File: config.mk
export PLATFORM = sky130hd
export DESIGN_NAME = w5300_tx_scheduler
export DESIGN_NICKNAME = d
export VERILOG_FILES = /design/src/rtl/w5300_tx_scheduler.sv
export SDC_FILE = /design/constraint.sdc
export NUM_CORES = 1
export LEC_CHECK = 0
export CAP_MARGIN = 10
export CORE_UTILIZATION = 30
export DETAILED_ROUTE_END_ITERATION = 8
export PLACE_DENSITY = 0.71
export SETUP_SLACK_MARGIN = 0.05
export SLEW_MARGIN = 20
export SYNTH_ARGS = -nofsm -noshare
export SYNTH_HDL_FRONTEND = slang
export SYNTH_SLANG_ARGS = --single-unit
File: constraint.sdc
create_clock -name clk -period 7.58 [get_ports clk]
set_clock_uncertainty 0.15 [all_clocks]
set_input_delay 1.137 -clock clk [delete_from_list [all_inputs] [get_ports clk]]
set_output_delay 1.137 -clock clk [all_outputs]
set_load 0.1 [all_outputs]
File: src/rtl/w5300_tx_scheduler.sv
// w5300_tx_scheduler: brings up the W5300 core from the config ROM, then
// arbitrates per-socket transmit requests. Each granted transfer gets one
// tx_req pulse to w5300_entry. The scheduler then follows busy_n to completion,
// with a per-phase timeout.
// Optional build macro: W5300_SCHED_STRICT_PRIO_EN selects fixed-priority
// arbitration (lowest index wins) in place of round-robin.
module w5300_tx_scheduler #(
  parameter int CHANNELS       = 4,
  parameter int ADDR_WIDTH     = 12,
  parameter int DATA_WIDTH     = 12,
  parameter int LEN_WIDTH      = 12,
  parameter int TIMEOUT_CYCLES = 100000,
  localparam int SOCK_W        = (CHANNELS > 1) ? $clog2(CHANNELS) : 1,
  localparam int TMR_W         = $clog2(TIMEOUT_CYCLES + 1)
) (
  input  logic                            clk,
  input  logic                            rst_n,
  input  logic [CHANNELS-1:0]             ch_req,
  input  logic [CHANNELS*LEN_WIDTH-1:0]   ch_len,
  input  logic [CHANNELS*DATA_WIDTH-1:0]  buf_data,
  output logic [ADDR_WIDTH-1:0]           buf_addr,
  input  logic [DATA_WIDTH-1:0]           conf_rom_data,
  output logic [ADDR_WIDTH-1:0]           conf_rom_addr,
  input  logic [ADDR_WIDTH-1:0]           core_tx_addr,
  output logic [DATA_WIDTH-1:0]           core_tx_data,
  input  logic                            core_busy_n,
  output logic                            core_tx_req,
  output logic [SOCK_W-1:0]               core_socket,
  output logic [LEN_WIDTH-1:0]            core_tx_len,
  output logic [CHANNELS-1:0]             ch_grant,
  output logic [CHANNELS-1:0]             ch_done,
  output logic                            tx_err,
  output logic                            ready
);

  typedef enum logic [2:0] {
    S_INIT = 3'd0,
    S_IDLE = 3'd1,
    S_REQ  = 3'd2,
    S_ACK  = 3'd3,
    S_BUSY = 3'd4,
    S_DONE = 3'd5,
    S_ERR  = 3'd6
  } state_t;

  state_t                r_state;
  state_t                w_state_nx;
  logic [SOCK_W-1:0]     r_sock;
  logic [LEN_WIDTH-1:0]  r_len;
  logic [SOCK_W-1:0]     r_rr;
  logic                  r_seen;
  logic [TMR_W-1:0]      r_timer;

  logic                  w_found;
  logic [SOCK_W-1:0]     w_sel;
  logic [LEN_WIDTH-1:0]  w_sel_len;
  logic [SOCK_W-1:0]     w_rr_nx;
  logic                  w_tmo;
  logic                  w_load;
  logic                  w_seen_set;
  logic                  w_tmr_clr;
  logic                  w_tmr_inc;
  logic                  w_rr_adv;

  // Data path: the core address fans out to the ROM and every buffer; the read data comes back from the ROM during INIT and from the granted socket's buffer after that
  assign buf_addr      = core_tx_addr;
  assign conf_rom_addr = core_tx_addr;
  assign core_tx_data  = (r_state == S_INIT) ? conf_rom_data
                                             : buf_data[int'(r_sock)*DATA_WIDTH +: DATA_WIDTH];
  assign core_socket   = r_sock;
  assign core_tx_len   = r_len;

  assign w_tmo   = (r_timer == TMR_W'(TIMEOUT_CYCLES - 1));
  assign w_rr_nx = (r_sock == SOCK_W'(CHANNELS - 1)) ? '0 : r_sock + 1'b1;

  // Arbiter: first requesting channel scanning upward from the start index
  always_comb begin
    w_found   = 1'b0;
    w_sel     = '0;
    w_sel_len = '0;
    for (int unsigned i = 0; i < CHANNELS; i++) begin
      logic [SOCK_W-1:0] idx;
`ifdef W5300_SCHED_STRICT_PRIO_EN
      idx = SOCK_W'(i);
`else
      idx = SOCK_W'((32'(r_rr) + i) % CHANNELS);
`endif
      if (!w_found && ch_req[idx]) begin
        w_found = 1'b1;
        w_sel   = idx;
      end
    end
    w_sel_len = ch_len[int'(w_sel)*LEN_WIDTH +: LEN_WIDTH];
  end

  // State register
  always_ff @(posedge clk or negedge rst_n) begin
    if (!rst_n) r_state <= S_INIT;
    else        r_state <= w_state_nx;
  end

  // Next-state and output decode
  always_comb begin
    w_state_nx  = r_state;
    core_tx_req = 1'b0;
    ch_grant    = '0;
    ch_done     = '0;
    tx_err      = 1'b0;
    ready       = 1'b0;
    w_load      = 1'b0;
    w_seen_set  = 1'b0;
    w_tmr_clr   = 1'b0;
    w_tmr_inc   = 1'b0;
    w_rr_adv    = 1'b0;
    case (r_state)
      S_INIT: begin
        if (!core_busy_n)  w_seen_set = 1'b1;
        else if (r_seen)   w_state_nx = S_IDLE;
      end
      S_IDLE: begin
        ready = 1'b1;
        if (w_found) begin
          ch_grant[w_sel] = 1'b1;
          w_load          = 1'b1;
          w_state_nx      = (w_sel_len == '0) ? S_DONE : S_REQ;
        end
      end
      S_REQ: begin
        core_tx_req = 1'b1;
        w_tmr_clr   = 1'b1;
        w_state_nx  = S_ACK;
      end
      S_ACK: begin
        if (!core_busy_n) begin
          w_tmr_clr  = 1'b1;
          w_state_nx = S_BUSY;
        end else if (w_tmo) begin
          w_state_nx = S_ERR;
        end else begin
          w_tmr_inc  = 1'b1;
        end
      end
      S_BUSY: begin
        if (core_busy_n)  w_state_nx = S_DONE;
        else if (w_tmo)   w_state_nx = S_ERR;
        else              w_tmr_inc  = 1'b1;
      end
      S_DONE: begin
        ch_done[r_sock] = 1'b1;
        w_rr_adv        = 1'b1;
        w_state_nx      = S_IDLE;
      end
      S_ERR: begin
        ch_done[r_sock] = 1'b1;
        tx_err          = 1'b1;
        w_rr_adv        = 1'b1;
        w_state_nx      = S_IDLE;
      end
      default: w_state_nx = S_IDLE;
    endcase
  end

  // Transfer context, init handshake flag, timeout timer and arbitration pointer
  always_ff @(posedge clk or negedge rst_n) begin
    if (!rst_n) begin
      r_sock  <= '0;
      r_len   <= '0;
      r_rr    <= '0;
      r_seen  <= 1'b0;
      r_timer <= '0;
    end else begin
      if (w_seen_set) r_seen <= 1'b1;
      if (w_load) begin
        r_sock <= w_sel;
        r_len  <= w_sel_len;
      end
      if (w_tmr_clr)      r_timer <= '0;
      else if (w_tmr_inc) r_timer <= r_timer + 1'b1;
`ifdef W5300_SCHED_STRICT_PRIO_EN
      r_rr <= '0;
`else
      if (w_rr_adv) r_rr <= w_rr_nx;
`endif
    end
  end

endmodule

==> summary.txt, run 1 <==
Status
  – Status: finished clean

Power and ir drop
  – PD cells: 428.1 nW/um^2
  – Sw frac: 60.74%
  – Sw Pwr: 1.177 mW
  – Lkg Pwr: 1.820 nW
  – Internal power: 0.7610 mW
  – Combinational share of power: 74.8%
  – Final Power: 1.938 mW
  – Max IR drop VDD: 0.0002960 V
  – Clk network pwr share: 7.2%
  – Flop pwr share: 18.0%

Clock network
  – CTS tree: yes
  – CTS Root Cell: clkbuf_8
  – CTS H-Tree Depth: 2
  – # resized after CTS: 0
  – Clock slew at reported path FFs: 0.08 ns
  – Post-CTS Hold Fix Bufs: 0
  – Clock sink count: 37
  – Post CTS Setup Buffer Count: 0
  – Clock latency at the later pin of the worst-skew pair: 0.29 ns
  – Cts bufs inserted: 5
  – Clock buffer depth: 2

Floorplan
  – I/O Pins: 188
  – Chip width: 102.4 microns
  – DIE AREA: 10,490 sq um
  – Std cell rows: 36
  – Area of the core: 9774 sq um
  – Initial core utilization: 30.95%
  – Die Y: 102.4 microns

GRT
  – Grt total ovfl: 0
  – First-pass GRT wire length: 13,580 microns
  – Tot GR Track Use: 16.74%
  – Largest net degree at the start of global routing: 38
  – Vias in the first global route: 2,887
  – Initial antenna violation count: 0

Logic synthesis
  – EDFF count, synth: 0
  – Prevailing post-synth register cell: dfrtp_1
  – Synth Cell Area: 3025 sq um
  – Dominant cells by area after synthesis: dfrtp_1, mux4_2, buf_4
  – Cell variety after synth: 48
  – Yosys top cell area share: 30.60%
  – Biggest area consumer among synthesized cells: dfrtp_1
  – Most common cell in the netlist: dfrtp_1
  – Seq/Total Area, Yosys: 30.60%
  – Cells after Synth: 327
  – Yosys Warn Count: 0
  – Syn avg cell area: 9.252 sq um
  – Post-synth net total: 459
  – #FFs+latches synth: 37
  – Post-synth ARST share: 100.0%
  – Commonest cells in the netlist: dfrtp_1, nand2_1, buf_4, nor2_1, and3_1

Timing
  – Unrepaired setup endpoints after global routing: no
  – Final setup viols: 0
  – Worst-Margin Slew: 1.038 ns
  – Hold WS: 0.3115 ns
  – Fmax: 0.1798 GHz
  – Period Utilization, post-route: 73.38%
  – Setup TNS: 0 ns
  – Final Hold Vio Count: 0
  – Slew HR: 30.55%
  – Max-slew violations: 0
  – Period minus WS final: 5.562 ns

Worst setup path
  – Kind of critical path: in -> out
  – Crit path max fanout: 21
  – Critical path's slowest cell: clkdlybuf4s50_1
  – CP required: 6.29 ns
  – R2R setup slack: 4.01 ns
  – Endpoint type of the worst setup path: output port
  – Worst flop-to-flop path endpoint: r_state[1]
  – R2R Path Start: r_rr[1]
  – CP arrival: 4.28 ns
  – Reg2Reg Depth: 7
  – Max incr delay on CP: 1.00 ns
  – CP dominant cell by count: clkdlybuf4s50_1
  – Critical Path Start Type: primary input
  – Worst path cell trace: clkdlybuf4s50_1 -> nor4_1 -> or3_1 -> inv_1 -> nand2_1 -> nor2_1 -> clkdlybuf4s50_1

Job
  – Max Cap Viol: 0

Route
  – Detail Route Antenna Nets: 0
  – Detailed Route WL: 9253 microns
  – Drt drc: 0
  – Initial drt markers: 137
  – DR vias/cell: 5.107
  – Initial DRT Pass Iterations: 4
  – WL/cell: 16.04 microns
  – Via count of the routed design: 2,947

Final layout
  – Filler cells: 949
  – Fraction of layout cells with a size suffix above 1: 12.16%
  – Fin util: 46.33%
  – Layout Nets: 575
  – Post-route insts no fill: 577
  – Ant diodes: 0
  – Area delta synth->final: 49.67%

Place
  – Placed Instances: 569
  – Detailed Place HPWL: 7543 microns
  – Routability Congestion: 0.8244
  – Port bufs: 151

Hold path
  – Hold Crit Class: reg -> reg
  – Hold Startpoint: r_seen
  – Worst Hold End: r_seen
  – Worst Hold Depth: 1
## power by group through the flow
stage	registers, mW	clock network [mW]	logic, mW
after floorplan	0.565	0	0.953
after global placement	0.349	0	1.44
after detailed placement	0.353	0	1.45
after CTS	0.350	0.144	1.46
after global routing	0.362	0.150	1.52
final	0.349	0.140	1.45
## routing by layer
metal | GRT usage [%] | vias to the layer above | wire length [microns]
met4 | 7.143 | 0 | 216
met5 | 0 | - | 0
met3 | 4.036 | 17 | 813
met1 | 18.10 | 1392 | 3585
li1 | - | 1399 | -
met2 | 30.87 | 139 | 4639
## registers in the layout, indices dropped and copies added (netlist names)
signal       flops
r_timer         17
core_tx_len     12
core_socket      2
r_state          3
r_seen           1
r_rr             2
## cell usage in the layout, fill, tap and decap left out, drive strengths merged, types with 3 or more instances in the layout
cell and n:
mux2 18, mux4 12, a21oi 6, dfrtp 37, nor4bb 3, a211oi 20, buf 3, o22ai 6
nand4 3, nand2b 4, and2 5, nand2 29, nor2 28, o21ai 8, clkdlybuf4s50 150, clkbuf 5
a31oi 5, and3 29, o31ai 9, nand3 6, clkinvlp 3, xor2 14, ha 5, inv 7
## layout make-up
class                   count  area, sq um  share of cell area, %
clock buffers               5        68.82                  1.520
clock inverters             3        22.52                 0.4974
inverters                   7        26.28                 0.5803
multi-input cells         239         1797                  39.68
flip-flops and latches     37        925.9                  20.45
well taps                 133        166.4                  3.675
repair buffers            153         1521                  33.60
## critical path: cells and delay by family
kind | cells | cell delay, ns
buffers and inverters | 3 | 1.75
AND/OR/NAND/NOR | 4 | 1.38
## how the worst max path moves through the flow
stage | cells after the start | start | endpoint
after detailed placement | 7 | ch_req[1] | ch_grant[1]
after global placement | 7 | ch_req[0] | ch_grant[1]
after floorplan | 5 | ch_req[0] | ch_grant[0]
after CTS | 7 | ch_req[1] | ch_grant[1]
final | 7 | ch_req[1] | ch_grant[1]
after global routing | 7 | ch_req[1] | ch_grant[1]
## kinds of logic after synthesis
logic type                 share of synthesized area, %
xor gates and xnor gates                          4.632
muxes                                             15.96
adders and majority gates                         2.068
DFF                                               30.60
AOI/OAI and AO/OA                                 14.97
and+or+nand+nor                                   21.59
buffers and inverters                             10.17
## stage by stage
stage               cell area [sq um]  setup WS (ns)
finish                           4528          2.018
global placement                 4437          2.125
detailed placement               4437          1.991
floorplan                        3025          3.027
CTS                              4528          1.993
global route                     4528          1.754
Note: power is estimated with default switching activity, not from simulation.
==> inputs of run 2 (changes only) <==
Clock period 7.58 ns to 5.35 ns, I/O delays scaled along.
==> run 2 against run 1 <==
Effect of this change:
- design area up 0.30%
- first-iteration DRC count grew 0.73%
- register-to-register slack got worse by 2.1 ns
- largest power group unchanged
- via count increased by 0.88%
- critical path depth is 4 lower
- non-clock buffer count unchanged
- clock-buffer cell count stayed put
- highest routed layer unchanged
==> summary.txt, run 2 (synthesis gave the netlist of run 1 again) <==
Status
  – Status: finished clean (unchanged)

Timing
  – Final setup viols: 0 (unchanged)
  – Period minus WS final: 4.127 ns
  – Worst-Margin Slew: 1.018 ns (was 1.038 ns)
  – Setup TNS: 0 ns (unchanged)
  – Max-slew violations: 0 (unchanged)
  – Unrepaired setup endpoints after global routing: no (unchanged)
  – Final worst setup slack: 1.223 ns (was 2.018 ns)
  – Slew HR: 31.95% (was 30.55%)
  – Fmax: 0.2423 GHz
  – Final Hold Vio Count: 0 (unchanged)
  – Period Utilization, post-route: 77.14%

Route
  – Top Layer Used: met4 (unchanged)
  – DR WL met2: 4735 microns (was 4639 microns)
  – Met3 wire length: 859 microns (was 813 microns)
  – DR vias/cell: 5.153 (was 5.107)
  – Drt drc: 0 (unchanged)
  – Initial drt markers: 138 (was 137)
  – WL/cell: 16.35 microns (was 16.04 microns)
  – Detailed Route WL: 9434 microns (was 9253 microns)
  – Initial DRT Pass Iterations: 4 (unchanged)
  – Detail Route Antenna Nets: 0 (unchanged)
  – WL met1: 3574 microns (was 3585 microns)
  – Via count of the routed design: 2,973 (was 2,947)

Power and ir drop
  – Max IR drop VDD: 0.0006041 V (was 0.0002960 V)
  – Sw frac: 59.61% (was 60.74%)
  – PD cells: 614.0 nW/um^2 (was 428.1 nW/um^2)
  – Clk network pwr share: 8.6% (was 7.2%)
  – Combinational share of power: 73.6% (was 74.8%)
  – Sw Pwr: 1.663 mW (was 1.177 mW)
  – Lkg Pwr: 1.846 nW (was 1.820 nW)
  – Internal power: 1.126 mW (was 0.7610 mW)
  – Flop pwr share: 17.7% (was 18.0%)

Place
  – Detailed Place HPWL: 7692 microns (was 7543 microns)
  – Routability Congestion: 0.8119 (was 0.8244)
  – Port bufs: 151 (unchanged)
  – Placed Instances: 569 (unchanged)
  – Pre-CTS setup slack: 1.222 ns (was 1.991 ns)
  – Placed Instance Area: 4427 sq um (was 4437 sq um)

Worst setup path
  – R2R Path Start: r_rr[1] (unchanged)
  – Max incr delay on CP: 1.16 ns (was 1.00 ns)
  – CP Buf/Inv Count: 1 (was 3)
  – Delay-heaviest family, CP: buffers and inverters (unchanged)
  – Kind of critical path: reg -> out (was in -> out)
  – Reg2Reg Depth: 7 (unchanged)
  – Critical path's slowest cell: clkdlybuf4s50_1 (unchanged)
  – Worst flop-to-flop path endpoint: r_state[1] (unchanged)
  – CP arrival: 3.17 ns (was 4.28 ns)
  – R2R setup slack: 1.90 ns (was 4.01 ns)
  – Worst path cell trace: nor3_2 -> mux2_2 -> clkdlybuf4s50_1 (was clkdlybuf4s50_1 -> nor4_1 -> or3_1 -> inv_1 -> nand2_1 -> nor2_1 -> clkdlybuf4s50_1)
  – Critical Path Start Type: flop (was primary input)
  – Endpoint type of the worst setup path: output port (unchanged)
  – Crit path max fanout: 14 (was 21)
  – CP required: 4.40 ns (was 6.29 ns)

Final layout
  – Ant diodes: 0 (unchanged)
  – Largest register FFs: 17 (unchanged)
  – Filler cells: 929 (was 949)
  – Most common cell after layout, fill and taps aside: clkdlybuf4s50_1 (unchanged)
  – Post-Layout Inst Area: 4542 sq um (was 4528 sq um)
  – Area delta synth->final: 50.12% (was 49.67%)
  – Post-route insts no fill: 577 (unchanged)
  – Commonest cells after routing, fill and taps aside: clkdlybuf4s50_1, dfrtp_1, nand2_1, nor2_1, and3_1 (unchanged)
  – Layout Nets: 575 (unchanged)
  – Fraction of layout cells with a size suffix above 1: 13.06% (was 12.16%)
  – Largest Register: r_timer (unchanged)

Hold path
  – Hold Crit Class: reg -> reg (unchanged)
  – Worst Hold Depth: 1 (unchanged)
  – Hold Startpoint: r_seen (unchanged)
  – Worst Hold End: r_seen (unchanged)

Clock network
  – # resized after CTS: 0 (unchanged)
  – Clock buffer depth: 2 (unchanged)
  – CTS Root Cell: clkbuf_8 (unchanged)
  – Clock slew at reported path FFs: 0.08 ns (about the same)
  – Post CTS Setup Buffer Count: 0 (unchanged)
  – Clock sink count: 37 (unchanged)
  – Post-CTS Hold Fix Bufs: 0 (unchanged)
  – Clock latency at the later pin of the worst-skew pair: 0.29 ns (about the same)
  – CTS tree: yes (unchanged)
  – CTS H-Tree Depth: 2 (unchanged)
  – Cts bufs inserted: 5 (unchanged)

Job
  – Max Cap Viol: 0 (unchanged)

GRT
  – Grt total ovfl: 0 (unchanged)
  – First-pass GRT wire length: 13,880 microns (was 13,580 microns)
  – Vias in the first global route: 3,022 (was 2,887)
  – Largest net degree at the start of global routing: 38 (unchanged)
  – Initial antenna violation count: 0 (unchanged)
  – Tot GR Track Use: 17.02% (was 16.74%)

Floorplan
  – Die Y: 102.4 microns (unchanged)
  – DIE AREA: 10,490 sq um (unchanged)
  – Chip width: 102.4 microns (unchanged)
  – Initial core utilization: 30.95% (unchanged)
  – I/O Pins: 188 (unchanged)
  – Std cell rows: 36 (unchanged)
  – Area of the core: 9774 sq um (unchanged)
## run 2: worst max path at each step
stage,startpoint,endpoint,cells past startpoint
6_report,r_state[0],core_tx_data[4],3
5_1_grt,r_state[0],core_tx_data[4],3
4_1_cts,r_state[0],core_tx_data[4],3
3_5_place_dp,ch_req[3],r_state[1],7
3_3_place_gp,ch_req[3],r_state[1],7
2_1_floorplan,ch_req[0],ch_grant[0],5
## run 2: power groups by stage
stage	combinational, mW	clock [mW]	sequential (mW)
2_1_floorplan	1.35	0	0.800
3_3_place_gp	2.04	0	0.497
3_5_place_dp	2.06	0	0.499
4_1_cts	2.07	0.246	0.496
5_1_grt	2.15	0.259	0.514
6_report	2.05	0.241	0.495
## run 2: stage by stage
stage	util (%)	total power [mW]	hold slack, ns
after floorplan	-	2.151	0.2787
after global placement	45.29	2.541	0.2886
after detailed placement	45.29	2.560	0.3030
after CTS	46.47	2.809	0.3269
after global routing	46.47	2.928	0.3438
final	46.47	2.789	0.3298
## run 2: routing by layer
layer | track usage [%] | vias up
met3 | 4.514 | 21
met4 | 7.143 | 0
li1 | - | 1405
met1 | 18.45 | 1391
met2 | 31.08 | 156
met5 | 0 | -
## run 2: cell type report
| cell class | instances | area (sq um) | area share (%) |
|---|---|---|---|
| clock buffers | 5 | 68.82 | 1.515 |
| clock inverters | 3 | 46.29 | 1.019 |
| inverters | 7 | 26.28 | 0.5785 |
| multi-input cells | 239 | 1797 | 39.56 |
| flip-flops and latches | 37 | 925.9 | 20.39 |
| well taps | 133 | 166.4 | 3.664 |
| repair buffers | 153 | 1511 | 33.28 |
## run 2: worst register-to-register path: stages (launching register included)
cell	delay [ns]
dfrtp_1	0.48
nand2b_1	0.17
a21o_1	0.43
nand2_1	0.58
a211oi_1	0.53
o22ai_1	0.14
or4_4	0.55
o31a_1	0.31
==> inputs of run 3 (changes only) <==
Clock period 5.35 ns to 3.82 ns, I/O delays scaled along.
==> run 3 against run 2 <==
Effect of this change:
- largest cell class unchanged
- sequential cell count stayed put
- non-clock buffer count up 4
- utilization increased by 0.29 points
==> summary.txt, run 3 (synthesis gave the netlist of run 1 again) <==
Status
  – Status: finished clean (unchanged)

Clock network
  – CTS tree: yes (unchanged)
  – CTS H-Tree Depth: 2 (unchanged)
  – Clock latency at the later pin of the worst-skew pair: 0.29 ns (about the same)
  – Post-CTS Hold Fix Bufs: 0 (unchanged)
  – Clock sink count: 37 (unchanged)
  – CTS Root Cell: clkbuf_8 (unchanged)
  – # resized after CTS: 0 (unchanged)
  – Clock slew at reported path FFs: 0.07 ns (was 0.08 ns)
  – Cts bufs inserted: 5 (unchanged)
  – Clock buffer depth: 2 (unchanged)
  – Post CTS Setup Buffer Count: 0 (unchanged)

Worst setup path
  – Worst path cell trace: clkdlybuf4s50_1 -> nor4_1 -> buf_4 -> or3_1 -> inv_1 -> nand2_1 -> nor2_1 -> buf_12 (was nor3_2 -> mux2_2 -> clkdlybuf4s50_1)
  – Critical Path Start Type: primary input (was flop)
  – CP arrival: 2.71 ns (was 3.17 ns)
  – Max incr delay on CP: 0.58 ns (was 1.16 ns)
  – Critical path's slowest cell: clkdlybuf4s50_1 (unchanged)
  – Endpoint type of the worst setup path: output port (unchanged)
  – Crit path max fanout: 11 (was 14)
  – CP required: 3.10 ns (was 4.40 ns)
  – Kind of critical path: in -> out (was reg -> out)
  – R2R setup slack: 0.75 ns (was 1.90 ns)

Job
  – Max Cap Viol: 0 (unchanged)

Timing
  – Unrepaired setup endpoints after global routing: no (unchanged)
  – Final setup viols: 0 (unchanged)
  – Final Hold Vio Count: 0 (unchanged)
  – Period minus WS final: 3.429 ns
  – Worst-Margin Slew: 1.023 ns (was 1.018 ns)
  – Fmax: 0.2917 GHz
  – Setup TNS: 0 ns (unchanged)
  – Slew HR: 31.56% (was 31.95%)
  – Hold WS: 0.2319 ns (was 0.3298 ns)
  – Period Utilization, post-route: 89.75%
  – Max-slew violations: 0 (unchanged)

Final layout
  – Commonest cells after routing, fill and taps aside: clkdlybuf4s50_1, dfrtp_1, nand2_1, nor2_1, buf_4 (was clkdlybuf4s50_1, dfrtp_1, nand2_1, nor2_1, and3_1)
  – Layout Nets: 579 (was 575)
  – Largest register FFs: 17 (unchanged)
  – Fraction of layout cells with a size suffix above 1: 18.30% (was 13.06%)
  – Largest Register: r_timer (unchanged)
  – Area delta synth->final: 51.08% (was 50.12%)
  – Most common cell after layout, fill and taps aside: clkdlybuf4s50_1 (unchanged)
  – Ant diodes: 0 (unchanged)

Route
  – Detailed Route WL: 9397 microns (was 9434 microns)
  – Via count of the routed design: 2,976 (was 2,973)
  – Detail Route Antenna Nets: 0 (unchanged)
  – DR vias/cell: 5.122 (was 5.153)
  – Drt drc: 0 (unchanged)
  – WL/cell: 16.17 microns (was 16.35 microns)
  – Initial drt markers: 132 (was 138)
  – Initial DRT Pass Iterations: 4 (unchanged)

Power and ir drop
  – Lkg Pwr: 1.909 nW (was 1.846 nW)
  – PD cells: 861.0 nW/um^2 (was 614.0 nW/um^2)
  – Max IR drop VDD: 0.0005226 V (was 0.0006041 V)

Floorplan
  – Initial core utilization: 30.95% (unchanged)
  – DIE AREA: 10,490 sq um (unchanged)
  – I/O Pins: 188 (unchanged)
  – Chip width: 102.4 microns (unchanged)
  – Die Y: 102.4 microns (unchanged)
  – Std cell rows: 36 (unchanged)
  – Area of the core: 9774 sq um (unchanged)

Hold path
  – Hold Crit Class: in -> async (was reg -> reg)

GRT
  – Vias in the first global route: 2,961 (was 3,022)
  – Largest net degree at the start of global routing: 38 (unchanged)
  – Initial antenna violation count: 0 (unchanged)
  – Tot GR Track Use: 17.25% (was 17.02%)
  – Grt total ovfl: 0 (unchanged)
  – First-pass GRT wire length: 13,970 microns (was 13,880 microns)

Place
  – Routability Congestion: 0.8373 (was 0.8119)
  – Port bufs: 151 (unchanged)
  – Detailed Place HPWL: 7703 microns (was 7692 microns)
-- run 3: changes by cell type in the layout (fill, tap and decap cells not counted) --
| cell | before | now |
|---|---|---|
| clkdlybuf4s50_1 | 146 | 125 |
| clkinvlp_4 | 1 | 0 |
| clkinv_4 | 1 | 0 |
| clkbuf_1 | 0 | 1 |
| buf_12 | 0 | 4 |
| buf_4 | 6 | 27 |
| clkbuf_8 | 5 | 6 |
-- run 3: worst max-delay path: cells and delay by family --
kind,cells,cell delay [ns]
buffers and inverters,4,1.18
and+or+nand+nor,4,0.95
-- run 3: where the power goes --
group | switching (mW) | internal, mW
sequential | 0.181 | 0.506
combinational | 2.02 | 0.880
clock | 0.136 | 0.213
-- run 3: routing by layer --
layer  GRT usage, %  share of wire, %  up-vias  wire [microns]
met5              0                 0        -               0
met4          6.264               1.8        0             170
met3          5.540               9.6       16             904
met2          31.95                52      143            4878
met1          18.10                37     1406            3443
li1               -                 -     1411               -
-- run 3: path summary, 6_finish.rpt --
| path | depth (start not counted) | end | from |
|---|---|---|---|
| max | 8 | ch_grant[3] | ch_req[3] |
| min | 1 | r_timer[9] | rst_n |
| max reg2reg | 8 | r_state[1] | r_rr[1] |
| min reg2reg | 1 | r_seen | r_seen |
| max in group asynchronous | 1 | r_rr[1] | rst_n |
| min in group clk | 1 | r_seen | r_seen |
-- run 3: final cells by class --
cell class	count	area, sq um
inverters	7	26.28
clock inverters	1	30.03
well taps	133	166.4
multi-input cells	239	1797
clock buffers	7	86.33
flip-flops and latches	37	925.9
fillers	916	5204
repair buffers	157	1539
-- run 3: through the flow --
stage | cells | utilization, % | area (sq um) | setup slack (ns) | total power [mW]
5_1_grt | 581 | 46.76 | 4571 | 0.2102 | 4.132
4_1_cts | 581 | 46.76 | 4571 | 0.3959 | 3.970
3_5_place_dp | 573 | 45.57 | 4454 | 0.2640 | 3.612
2_1_floorplan | 327 | - | 3025 | 0.2699 | 3.012
3_3_place_gp | 573 | 45.57 | 4454 | 0.4004 | 3.576
6_report | 581 | 46.76 | 4571 | 0.3914 | 3.935
